--- src/rtl/mio_bus_responder.sv ---
// Target side of the multicycle CPU memory/IO handshake: decodes RAM, GPIO and
// counter space, inserts RAM wait states and returns data with a one-cycle ready pulse.
module mio_bus_responder #(
  parameter int RAM_WAIT = 2,
  parameter int RAM_AW   = 10
) (
  input  logic              clk,
  input  logic              reset,
  input  logic              mem_r,
  input  logic              mem_w,
  input  logic [31:0]       addr,
  input  logic [31:0]       wdata,
  output logic [31:0]       rdata,
  output logic              mio_ready,
  output logic [RAM_AW-1:0] ram_addr,
  output logic              ram_we,
  output logic [31:0]       ram_din,
  input  logic [31:0]       ram_dout,
  input  logic [15:0]       sw_in,
  output logic [15:0]       led_out,
  output logic [1:0]        state_out
);

  typedef enum logic [1:0] {
    S_IDLE    = 2'd0,
    S_RD_WAIT = 2'd1,
    S_RESP    = 2'd2,
    S_WR      = 2'd3
  } state_t;

  typedef enum logic [1:0] {
    RG_RAM  = 2'd0,
    RG_GPIO = 2'd1,
    RG_CNT  = 2'd2,
    RG_NONE = 2'd3
  } region_t;

  localparam logic [3:0] WAIT_INIT = 4'(RAM_WAIT - 1);

  function automatic region_t decode_region(input logic [3:0] nib);
    region_t r;
    case (nib)
      4'h0:    r = RG_RAM;
      4'hE:    r = RG_GPIO;
      4'hF:    r = RG_CNT;
      default: r = RG_NONE;
    endcase
    return r;
  endfunction

  state_t              state_q, state_d;
  region_t             region_q, region_d;
  region_t             req_region_s;
  logic [RAM_AW-1:0]   addr_q, addr_d;
  logic [31:0]         wdata_q, wdata_d;
  logic [3:0]          wait_q, wait_d;
  logic [31:0]         rdata_q, rdata_d;
  logic                ready_q, ready_d;
  logic                we_q, we_d;
  logic [15:0]         led_q, led_d;
  logic [31:0]         cnt_q, cnt_d;

  // Address bits that select neither region nor RAM word are intentionally ignored.
  logic unused_addr_bits;
  assign unused_addr_bits = ^{addr[1:0], addr[27:RAM_AW+2]};

  assign req_region_s = decode_region(addr[31:28]);

  // Next-state, datapath and registered-output decisions.
  always_comb begin
    state_d  = state_q;
    region_d = region_q;
    addr_d   = addr_q;
    wdata_d  = wdata_q;
    wait_d   = wait_q;
    rdata_d  = rdata_q;
    led_d    = led_q;
    cnt_d    = cnt_q + 32'd1;
    case (state_q)
      S_IDLE: begin
        if (mem_w) begin
          addr_d   = addr[RAM_AW+1:2];
          wdata_d  = wdata;
          region_d = req_region_s;
          state_d  = S_WR;
        end else if (mem_r) begin
          addr_d   = addr[RAM_AW+1:2];
          region_d = req_region_s;
          if (req_region_s == RG_RAM) begin
            wait_d  = WAIT_INIT;
            state_d = S_RD_WAIT;
          end else begin
            state_d = S_RESP;
            case (req_region_s)
              RG_GPIO: rdata_d = {16'd0, sw_in};
              RG_CNT:  rdata_d = cnt_q;
              default: rdata_d = 32'd0;
            endcase
          end
        end else begin
          state_d = S_IDLE;
        end
      end
      S_RD_WAIT: begin
        if (wait_q == 4'd0) begin
          rdata_d = ram_dout;
          state_d = S_RESP;
        end else begin
          wait_d = wait_q - 4'd1;
        end
      end
      S_RESP: begin
        state_d = S_IDLE;
      end
      S_WR: begin
        state_d = S_IDLE;
        if (region_q == RG_GPIO) begin
          led_d = wdata_q[15:0];
        end else if (region_q == RG_CNT) begin
          cnt_d = wdata_q;
        end else begin
          led_d = led_q;
        end
      end
      default: begin
        state_d = S_IDLE;
      end
    endcase
    // Strobes are registered so they are high exactly while in WR/RESP.
    ready_d = (state_d == S_WR) || (state_d == S_RESP);
    we_d    = (state_d == S_WR) && (region_d == RG_RAM);
  end

  // State and datapath registers.
  always_ff @(posedge clk or posedge reset) begin
    if (reset) begin
      state_q  <= S_IDLE;
      region_q <= RG_RAM;
      addr_q   <= '0;
      wdata_q  <= 32'd0;
      wait_q   <= 4'd0;
      rdata_q  <= 32'd0;
      ready_q  <= 1'b0;
      we_q     <= 1'b0;
      led_q    <= 16'd0;
      cnt_q    <= 32'd0;
    end else begin
      state_q  <= state_d;
      region_q <= region_d;
      addr_q   <= addr_d;
      wdata_q  <= wdata_d;
      wait_q   <= wait_d;
      rdata_q  <= rdata_d;
      ready_q  <= ready_d;
      we_q     <= we_d;
      led_q    <= led_d;
      cnt_q    <= cnt_d;
    end
  end

  assign rdata     = rdata_q;
  assign mio_ready = ready_q;
  assign ram_addr  = addr_q;
  assign ram_we    = we_q;
  assign ram_din   = wdata_q;
  assign led_out   = led_q;
  assign state_out = state_q;

endmodule

--- config.mk ---
export PLATFORM = sky130hd
export DESIGN_NAME = mio_bus_responder
export DESIGN_NICKNAME = d
export VERILOG_FILES = /design/src/rtl/mio_bus_responder.sv
export SDC_FILE = /design/constraint.sdc
export NUM_CORES = 1
export LEC_CHECK = 0
export CORE_MARGIN = 2
export CORE_UTILIZATION = 30
export DETAILED_ROUTE_END_ITERATION = 6
export PLACE_DENSITY = 0.6
export SKIP_CTS_REPAIR_TIMING = 1
export SYNTH_ARGS = -nofsm -noshare
export SYNTH_HDL_FRONTEND = slang
export SYNTH_SLANG_ARGS = --single-unit
--- constraint.sdc ---
create_clock -name clk -period 11.6 [get_ports clk]
set_input_delay 1.16 -clock clk [delete_from_list [all_inputs] [get_ports clk]]
set_output_delay 1.16 -clock clk [all_outputs]
set_load 0.03 [all_outputs]
## Yosys cells after proc, flatten, opt, wreduce, memory -nomap -nowiden

Cells that the tools add are included.

- Bits in registers: 132
- Output and inout port bits: 94
- Word-level logic and storage cells: 69

- Add/sub/neg operators: 2
- Equal/unequal tests: 17
- Muxes and demuxes: 25
- Reduce and logical (&&, ||, !) cells: 15

Operators with widths:

| kind | count |
|---|---|
| $mux 32 | 7 |
| $pmux 32 s2 | 2 |
| $add 32x1->32 const B | 1 |
| $mux 10 | 2 |
| $mux 4 | 4 |
| $mux 2 | 7 |
| $eq 2x2->1 const B | 6 |
| $ne 2x2->1 const B | 6 |
| $pmux 2 s3 | 2 |
| $reduce_and 5->1 | 2 |
| $eq 4x4->1 const B | 2 |
| $logic_not 4->1 | 2 |
| $pmux 4 s2 | 1 |
| $eq 2x1->1 const B | 3 |
| $logic_not 2->1 | 3 |
| $reduce_and 2->1 | 3 |
| $reduce_bool 2->1 | 2 |
| $sub 4x1->4 const B | 1 |
| $reduce_or 2->1 | 1 |
| $logic_and 1x1->1 | 1 |
| $logic_or 1x1->1 | 1 |

## Depth between registers and ports, before layout

- Depth in word-level cells: 9
- Gate-level depth with buffers: 9

## Least setup slack after synthesis

OpenSTA, ideal clock, no wires.

- Kind: input port to flip-flop
- Start point: in addr[30]
- End point: reg rdata_q[16] (netlist: rdata[16])
- Arrival: 2.862 ns
- Required time: 11.473 ns
- Setup slack: 8.610 ns
- Stages on the path: 9
- Buffers on the path: 3
- Cells stage by stage: nand3_1 -> or2_2 -> ha_1 -> clkbuf_1 -> nor2b_1 -> clkbuf_1 -> clkbuf_1 -> a22o_1 -> mux2_1

- Longest elaborated chain between the ends: 8

Ends and longest elaborated chain:

| item | RTL line | RTL |
|---|---|---|
| from (decl) | 11 | `input logic [31:0] addr,` |
| $eq 4x4->1 or $logic_not 4->1 (tied branches) | 42 | `case (nib)` |
| $pmux 2 s3 (*) | 42 |  |
| $eq 2x2->1 or $eq 2x1->1 (tied branches) | 94 | `case (req_region_s)` |
| $pmux 32 s2 | 94 |  |
| $mux 32 | 89 | `if (req_region_s == RG_RAM) begin` |
| $mux 32 | 86 | `end else if (mem_r) begin` |
| $mux 32 | 81 | `if (mem_w) begin` |
| $pmux 32 s2 | 79 | `case (state_q)` |
| to (signal assigned) | 153 | `rdata_q <= rdata_d;` |
| to (decl) | 57 | `logic [31:0] rdata_q, rdata_d;` |

Every way passes the cells marked *; elsewhere a longest branch is shown, timed or not. The select of a mux whose other input is x is not followed.
A chain may end at the register's enable or synchronous reset.

## Final worst setup path

- Start point: in addr[29]
- End point: reg rdata_q[26] (netlist: rdata[26])

The elaborated chain is that of the path after synthesis.

==> impl_metrics.tcl <==
set metrics [dict create \
    ir_drop_mv 0.1511 \
    num_io_pins 210 \
    avgSynthCellArea_um2 11.84 \
    dr.pass1.iters 4 \
    worst_pin_slew_ns 1.088 \
    cts_buffer_depth 2 \
    yosysSeqAreaShare 0.5326 \
    cap_violations 0 \
    relSlewSlack 0.2732 \
    via_count 4822 \
    post-place-ws_ns 7.581 \
    port_buffers 191 \
    dr_wl_met2_um 8217 \
    fin_crit_ns 3.600 \
    grt_overflow_total 0 \
    wl_met1_um 7866 \
    critPathKind "in2reg" \
    ant_nets 0 \
    syn_inst 524 \
    worstPathArrival_ns 3.95 \
    cts_sinks 132 \
    coreArea_um2 20230 \
    h-tree-depth 4 \
    end_kind "flip-flop" \
    worst_ep_required_time_ns 11.95 \
    globalplace.congestion 0.8279 \
    p_leak_nw 3.676 \
    synth_cell_types 45 \
    drt-total-wl_um 17350 \
    fin_nets 832 \
    syn_to_final_growth_pct 44.68 \
    die_h_um 147.8 \
    route.top_layer_used "met4" \
    wl_per_cell_um 17.45 \
    syn_nets 646 \
    status "finished, final reports clean" \
    ys_seq_elements 132 \
    finalCritPeriodShare 0.3103 \
    grt_max_degree 80 \
    rows 52 \
    wl_met3_um 981 \
    synth_edf_count 0 \
    die-area_um2 21840 \
    fp.dieW_um 147.8 \
    drv_slew 0 \
    viasPerCell 4.851 \
    first_global_vias 5139 \
    fin_tns_setup_ns 0 \
    dp_cells 961 \
    drive_gt1_frac 0.1549 \
    hpwl_um 12410 \
    power_density_nw_per_um2 288.9 \
    antenna_found_initial 1 \
    fin_skew_ns 0.009264 \
    yosysWarningCount 0 \
    critPathLaunchType "input pin" \
    syn_area_um2 6202 \
    crit_fanout 17 \
    max_freq_ghz 0.2778 \
    whs_ns 0.4855 \
    async_reset_ff_frac 1.000 \
    rsz0062_at_grt "no" \
    setup_ws_ns 8.000 \
    finalNonFillerCells 994 \
    synth-main-ff-cell "dfrtp_1" \
    cts_inserted_buffers 17 \
    drt_iter0_drc 188 \
    start_util 0.3065 \
    cts_root_buf "clkbuf_16" \
    insertion_delay_ns 0.41 \
    grt_pass1_wl_um 27460 \
    route.detailed.drc 0 \
    hold_viol_final 0 \
    grt.total_usage 0.1606 \
    cts.clk_slew.worst_paths_ns 0.06 \
    setup-violations-final 0 \
    cts_tree "yes" \
    hold_path.class "reg2reg" \
]
synthesized netlist by cell type, drive strengths merged, types with 3 or more instances:
| master | count | area share |
|---|---|---|
| dfrtp | 132 | 0.53 |
| mux2 | 92 | 0.17 |
| nor2 | 40 | 0.024 |
| nand2 | 33 | 0.021 |
| a21oi | 32 | 0.026 |
| xor2 | 27 | 0.038 |
| a22o | 18 | 0.025 |
| o21ai | 18 | 0.015 |
| a22oi | 17 | 0.021 |
| nand3 | 17 | 0.018 |
| clkbuf | 16 | 0.0097 |
| buf | 14 | 0.015 |
| nand4 | 10 | 0.010 |
| and3 | 7 | 0.0073 |
| ha | 6 | 0.012 |
| inv | 5 | 0.0030 |
| and4 | 4 | 0.0056 |
| a221oi | 3 | 0.0042 |
| and2 | 3 | 0.0030 |
| nand4b | 3 | 0.0042 |
| nor3 | 3 | 0.0040 |
| nor3b | 3 | 0.0044 |
| nor4 | 3 | 0.0065 |
| xnor2 | 3 | 0.0042 |
cells in the final DEF, fill, tap and decap left out, types with 3 or more instances in the layout:
master           count
buf_4                6
nor2_1              39
bufinv_16            3
clkinv_2             4
xnor2_1              3
nand4b_1             3
mux2_2              61
clkdlybuf4s50_1    191
clkinvlp_4           4
inv_1                4
nand2_1             32
nand4_1             10
and2_1               3
nand3_1             15
a221oi_1             3
a21oi_1             32
and4_1               4
ha_1                 6
xor2_1              27
o21ai_0             18
clkbuf_16           17
dfrtp_1            132
mux2_1              31
a22oi_1             17
and3_1               6
a22o_1              18
routing by layer:
layer	up-vias	track usage
met2	134	0.2544
met1	2397	0.2157
li1	2274	-
met4	0	0.05865
met3	17	0.03735
met5	-	0
registers in the layout (all words and copies together) (netlist names):
| signal | count |
|---|---|
| cnt_q | 32 |
| ram_din | 32 |
| rdata | 32 |
| led_out | 16 |
| ram_addr | 10 |
| wait_q | 4 |
| region_q | 2 |
| state_out | 2 |
| mio_ready | 1 |
| ram_we | 1 |
power breakdown:
group	switching (W)	total [W]	internal, W
logic	0.000601	0.00114	0.000535
clock network	0.000204	0.000552	0.000348
registers	0.000224	0.000905	0.000680
total	0.00103	0.00259	0.00156
critical path: stages:
cell             delay, ns
clkdlybuf4s50_1       0.54
nand4_1               0.21
inv_1                 0.10
ha_1                  0.60
nor2b_1               0.94
a22o_1                0.25
mux2_1                0.14
path summary, 6_finish.rpt:
path | from | slack (ns) | cells after the start | end
max | addr[29] | 8.00 | 7 | rdata[26]
min in group asynchronous | reset | 1.22 | 2 | ram_addr[0]
min | rdata[12] | 0.49 | 1 | rdata[12]
max reg2reg | state_out[0] | 9.12 | 6 | rdata[30]
max in group asynchronous | reset | 9.10 | 3 | ram_din[13]
min reg2reg | rdata[12] | 0.49 | 1 | rdata[12]
through the flow:
step           power, W  instance area [µm²]  utilization
2_1_floorplan  0.001573                 6202            -
3_3_place_gp   0.002032                 8361       0.4132
3_5_place_dp   0.002055                 8361       0.4132
4_1_cts        0.002626                 8971       0.4434
5_1_grt        0.002740                 8974       0.4435
6_report       0.002593                 8974       0.4435
area by class of cell:
cell class / count / area [µm²]
fillers: 1835 / 11260
flip-flops and latches: 132 / 3303
multi-input cells: 357 / 2739
repair buffers: 197 / 1957
clock buffers: 19 / 452.9
well taps: 270 / 337.8
clock inverters: 13 / 157.7
inverters: 5 / 23.77
diodes: 1 / 2.502
cells by family (layout without fill, tap and decap cells):
family / Yosys count / after routing / synth area share
AND/OR/NAND/NOR: 133 / 133 / 0.1182
flip-flops: 132 / 132 / 0.5326
AO/OA/AOI/OAI: 96 / 96 / 0.1005
multiplexers: 92 / 92 / 0.1670
buffers and inverters: 35 / 234 / 0.02723
XOR/XNOR: 30 / 30 / 0.04237
adder cells (fa/ha/maj): 6 / 6 / 0.01210
other: 0 / 1 / 0
No activity file was read; power rests on OpenSTA's default activity.
